File: config.mk
export PLATFORM = sky130hd
export DESIGN_NAME = floating_divide
export DESIGN_NICKNAME = d
export VERILOG_FILES = /design/src/rtl/floating_divide.sv
export SDC_FILE = /design/constraint.sdc
export NUM_CORES = 1
export LEC_CHECK = 0
export BUFFER_PORTS_ARGS = -buffer_cell sky130_fd_sc_hd__clkbuf_2
export CELL_PAD_IN_SITES_DETAIL_PLACEMENT = 1
export CELL_PAD_IN_SITES_GLOBAL_PLACEMENT = 2
export CORE_MARGIN = 3
export CORE_UTILIZATION = 38
export CTS_CLUSTER_DIAMETER = 120
export DETAILED_ROUTE_END_ITERATION = 16
export GPL_ROUTABILITY_DRIVEN = 0
export HOLD_SLACK_MARGIN = 0.02
export PLACE_DENSITY = 0.82
export SYNTH_ARGS = -nofsm -noshare
export SYNTH_HDL_FRONTEND = slang
export SYNTH_SLANG_ARGS = --single-unit
File: constraint.sdc
create_clock -name clk -period 7.4 [get_ports clk]
set_input_delay 0.74 -clock clk [delete_from_list [all_inputs] [get_ports clk]]
set_output_delay 0.74 -clock clk [all_outputs]
set_load 0.005 [all_outputs]
File: src/rtl/floating_divide.sv
// IEEE-754 single-precision divider: restoring mantissa division, one quotient bit per cycle,
// fixed 27-cycle latency from the accepting edge to the done pulse. Truncating, denormals flushed.
module floating_divide (
   input  logic        clk,
   input  logic        reset_n,
   input  logic        start,
   input  logic [31:0] a,
   input  logic [31:0] b,
   output logic [31:0] out,
   output logic        busy,
   output logic        done,
   output logic        divByZero
);

   typedef enum logic [1:0] {IDLE, UNPACK, DIVIDE, NORMALIZE} state_t;

   state_t             state_reg;
   logic [31:0]        a_reg, b_reg;
   logic [23:0]        mant_a_reg, mant_b_reg;
   logic signed [9:0]  exp_reg;
   logic               sign_reg;
   logic               special_reg;
   logic [31:0]        special_val_reg;
   logic               dbz_reg;
   logic [24:0]        rem_reg;
   logic [24:0]        q_reg;
   logic [4:0]         count_reg;

   // Operand 0 is the dividend, operand 1 the divisor.
   logic [31:0] opnd [2];
   logic [1:0]  is_zero, is_inf;
   logic [23:0] mant [2];
   logic [7:0]  expo [2];

   assign opnd[0] = a_reg;
   assign opnd[1] = b_reg;

   generate
      for (genvar gi = 0; gi < 2; gi++) begin : g_unpack
         assign expo[gi]    = opnd[gi][30:23];
         assign is_zero[gi] = (opnd[gi][30:23] == 8'h00);
         assign is_inf[gi]  = (opnd[gi][30:23] == 8'hFF);
         assign mant[gi]    = {~is_zero[gi], opnd[gi][22:0]};
      end
   endgenerate

   logic        sign_calc;
   logic [24:0] mant_b_ext;
   logic        rem_ge;
   logic signed [9:0] exp_adj;
   logic [22:0] frac_sel;

   assign sign_calc  = a_reg[31] ^ b_reg[31];
   assign mant_b_ext = {1'b0, mant_b_reg};
   assign rem_ge     = (rem_reg >= mant_b_ext);
   assign exp_adj    = exp_reg - (q_reg[24] ? 10'sd0 : 10'sd1);
   assign frac_sel   = q_reg[24] ? q_reg[23:1] : q_reg[22:0];

   always_ff @(posedge clk) begin
      if (!reset_n) begin
         state_reg       <= IDLE;
         out             <= 32'h0000_0000;
         busy            <= 1'b0;
         done            <= 1'b0;
         divByZero       <= 1'b0;
         count_reg       <= 5'd0;
         a_reg           <= 32'h0;
         b_reg           <= 32'h0;
         mant_a_reg      <= 24'h0;
         mant_b_reg      <= 24'h0;
         exp_reg         <= 10'sd0;
         sign_reg        <= 1'b0;
         special_reg     <= 1'b0;
         special_val_reg <= 32'h0;
         dbz_reg         <= 1'b0;
         rem_reg         <= 25'h0;
         q_reg           <= 25'h0;
      end else begin
         done <= 1'b0;
         case (state_reg)
            IDLE: begin
               if (start) begin
                  a_reg     <= a;
                  b_reg     <= b;
                  busy      <= 1'b1;
                  state_reg <= UNPACK;
               end
            end
            UNPACK: begin
               mant_a_reg <= mant[0];
               mant_b_reg <= mant[1];
               rem_reg    <= {1'b0, mant[0]};
               q_reg      <= 25'h0;
               count_reg  <= 5'd0;
               sign_reg   <= sign_calc;
               exp_reg    <= $signed({2'b00, expo[0]}) - $signed({2'b00, expo[1]}) + 10'sd127;
               dbz_reg    <= is_zero[1];
               // Special-case priority: NaN, divide-by-zero, infinite dividend, zero result.
               special_reg <= 1'b1;
               if ((is_zero[0] && is_zero[1]) || (is_inf[0] && is_inf[1]))
                  special_val_reg <= 32'h7FC0_0000;
               else if (is_zero[1] || is_inf[0])
                  special_val_reg <= {sign_calc, 8'hFF, 23'h0};
               else if (is_zero[0] || is_inf[1])
                  special_val_reg <= {sign_calc, 31'h0};
               else begin
                  special_reg     <= 1'b0;
                  special_val_reg <= 32'h0;
               end
               state_reg <= DIVIDE;
            end
            DIVIDE: begin
               q_reg   <= {q_reg[23:0], rem_ge};
               rem_reg <= (rem_ge ? (rem_reg - mant_b_ext) : rem_reg) << 1;
               if (count_reg == 5'd24) begin
                  count_reg <= 5'd0;
                  state_reg <= NORMALIZE;
               end else begin
                  count_reg <= count_reg + 5'd1;
               end
            end
            NORMALIZE: begin
               if (special_reg)
                  out <= special_val_reg;
               else if (exp_adj >= 10'sd255)
                  out <= {sign_reg, 8'hFF, 23'h0};
               else if (exp_adj <= 10'sd0)
                  out <= {sign_reg, 31'h0};
               else
                  out <= {sign_reg, exp_adj[7:0], frac_sel};
               divByZero <= dbz_reg;
               done      <= 1'b1;
               busy      <= 1'b0;
               state_reg <= IDLE;
            end
            default: state_reg <= IDLE;
         endcase
      end
   end

endmodule

==> results by group <==
Routing
  • Total Wirelength: about 28000 um
  • Drt wl/cell: about 17 um
  • Pre-antenna DRT Iters: 4
  • Via density per instance: ~5.4
  • Detail Route Antenna Nets: 0
  • Residual DRC count: 0
  • Vias: ~8.8k
  • Initial drt markers: 438

GRT
  • Initial antenna violation count: 0
  • Vias in the first global route: slightly below 9k
  • Grt total ovfl: 0
  • Pin count of the biggest net entering global routing: 94
  • GRT Total Usage: 19.7%
  • First-pass GRT wire length: 46000 um

Synthesis
  • Syn_area_per_cell: about 8 um^2
  • FFs w/ async S/R, synth: 0%
  • Flops & latches, synth: slightly below 200
  • Number of distinct library cells after synthesis: a little under 80
  • Post-Synthesis Cells: about 1.2k
  • Synth warn: 0
  • Post-synthesis cell area: approximately 0.010 mm^2
  • Post-synthesis sequential area ratio: 39.4%
  • Post-synth EDFFs: 0
  • Ys flop type: dfxtp_1
  • Syn nets: 1354

Finish
  • Ratio of cells with drive above 1 in the final layout: around 14%
  • P&R area growth vs syn: 13.1%
  • Finished Core Util: between 40% and 50%
  • Design Area, Final: around 0.011 mm^2
  • Number of diodes: 0
  • Final Net Count: roughly 1.4k

Clocking
  • CTS Buf Count: 17
  • Number of gates resized after CTS: 0
  • CTS hold repair buffers: 0
  • Clk buf depth: 2
  • Setup bufs post-CTS: 0
  • Sink Count: around 200
  • Max H-tree Level: 4
  • Worst-Skew Late Latency: 0.45 ns
  • TritonCTS clock tree: built
  • Clock transition at path regs: 0.08 ns
  • Root Buffer: clkbuf_16

Critical path
  • Setup CP Type: flop to flop
  • R2r setup slk: 3.83 ns
  • Worst-path cell chain: inv_1 -> ha_1 -> ha_1 -> nand2b_1 -> nor3_1 -> xnor2_1 -> o41ai_2 -> nor3_4 -> nand3_1 -> a21oi_1
  • Crit path top cell by count: ha_1
  • CP required: 7.76 ns
  • Critical path peak fanout: 25
  • R2R Path Start: q_reg[24]
  • Crit Reg-Reg Endpoint: out[9]
  • R2r worst-path depth: 10
  • Worst path max stage delay: 1.00 ns
  • CP endpoint kind: flop
  • Critical path's slowest cell: dfxtp_1
  • Worst Path Arrival: 3.93 ns
  • CP Launch Type: flop

Placed design
  • Placement Setup Slack: around 3.8 ns
  • Hpwl dp: between 15000 and 20000 um
  • Post-DP Area: between 0.01 and 0.015 mm^2
  • Port bufs: 101

Worst hold path
  • Min-Delay Path Class: flop to flop
  • Hold path startpoint: a_reg[9]
  • Endpoint, Worst Hold: a_reg[9]
  • Hold depth: 2

STA
  • Worst Slack Setup Final: between 3 and 4 ns
  • Setup Viol. Count Final: 0
  • Max_slew headroom: between 20% and 30%
  • Unrepaired setup endpoints after global routing: false
  • Clk_skew: 0.0196 ns
  • Setup TNS: 0 ns
  • Hold_ws: roughly 0.46 ns
  • Period utilization: 48.3%
  • Worst-margin pin slew: around 1.1 ns
  • Pins Over Slew Limit: 0
  • Tmin final: between 3 and 4 ns
  • Fin. Hold Viols: 0
  • Max frequency: around 280 MHz

Die
  • Die X: between 150 and 200 um
  • DIE AREA: ~0.028 mm^2
  • Row cnt: 58
  • Chip height: 168 um
  • Initial core utilization: about two fifths
  • Boundary Pins: between 100 and 150
  • Core box area: 0.0255 mm^2

Status
  • Status: finished clean

Run
  • MaxCap Viol Count: 0

Pwr
  • Lkg Pwr: about 0.0044 uW
  • Worst vdd ir: between 200 and 250 uV
  • Pwr dens: ~460 mW/mm^2
[cells in the final DEF (no fill, tap or decap), types with 15 or more instances in the layout]
cell / n
nand2_1: 207
o21ai_0: 38
mux2i_1: 32
a31oi_1: 15
inv_1: 55
a21oi_1: 161
dfxtp_1: 196
clkbuf_16: 17
nor2_1: 88
xnor2_1: 20
mux2_2: 23
nand3_1: 59
nand2b_1: 29
clkbuf_2: 101
ha_1: 39
[Yosys cell counts (all sizes together), types with 3 or more instances]
cell,n,area (um^2)
nor3b,3,27.5
ha,41,513
a21o,8,60.1
o22ai,7,43.8
and3,7,43.8
o211ai,10,80.1
o21bai,5,48.8
a21boi,4,30.0
nor2,88,330
xnor2,20,175
o211a,3,30.0
clkbuf,58,218
inv,56,210
a22o,4,35.0
mux2,23,259
nand2,209,787
a31oi,16,106
a31o,9,78.8
nand3,59,295
and2,3,18.8
o31ai,4,30.0
xor2,14,123
or4,4,30.0
nor3,11,71.3
a211oi,9,67.6
nor2b,8,50.1
a21oi,161,806
nand2b,29,181
nand4,14,87.6
buf,23,116
o21ai,46,234
mux2i,32,320
o21a,6,45.0
dfxtp,196,3920
nor4,4,37.5
or3,12,75.1
[worst max path at each step]
stage / startpoint / to / slack [ns]
after global placement: reset_n / exp_reg[7] / 3.90
final: q_reg[24] / out[9] / 3.83
after global routing: q_reg[24] / out[9] / 3.38
after detailed placement: q_reg[24] / out[8] / 3.84
after CTS: q_reg[24] / out[9] / 3.81
after floorplan: q_reg[24] / out[14] / 4.68
[routing by layer]
metal  vias to the layer above  track usage [%]  wire length [um]  part of all wire [%]
li1                       4402                -                 -                     -
met1                      4275             27.8             14200                    51
met2                       110             32.0             12700                    45
met3                        18             3.01               781                   2.8
met4                         0             4.13               293                   1.1
met5                         -                0                 0                     0
[power by group]
group | internal (uW) | leakage, uW | switching, uW
Clock | 481 | 0.000310 | 520
Combinational | 1020 | 0.00249 | 1840
Sequential | 1230 | 0.00159 | 148
Total | 2730 | 0.00439 | 2510
[area by class of cell]
class / instances / area [um^2]
fillers: 3156 / 14200
multi-input cells: 910 / 5500
clock buffers: 17 / 425
flip-flops and latches: 196 / 3920
well taps: 330 / 413
inverters: 57 / 216
clock inverters: 15 / 220
repair buffers: 109 / 566
[cells by family after synthesis]
group,synth area share (%)
and+or+nand+nor,21.2
xor gates and xnor gates,2.99
AOI/OAI and AO/OA,19.6
DFF,39.4
buffers and inverters,5.50
muxes,5.81
adders and majority gates,5.55
[through the flow]
step                      total power (uW)  cells
final                                 5240   1634
after global routing                  5700   1634
after CTS                             5280   1634
after detailed placement              4250   1602
after global placement                4220   1602
after floorplan                       3620   1244
[worst max-delay path, delay by kind of cell (launching register included)]
| kind | cells | cell delay [ns] |
|---|---|---|
| AO/OA/AOI/OAI | 2 | 0.37 |
| adder cells (fa/ha/maj) | 2 | 0.47 |
| flip-flops | 1 | 1.00 |
| buffers and inverters | 1 | 0.13 |
| AND/OR/NAND/NOR | 4 | 1.16 |
| XOR/XNOR | 1 | 0.34 |
(Power assumes the default switching activity.)
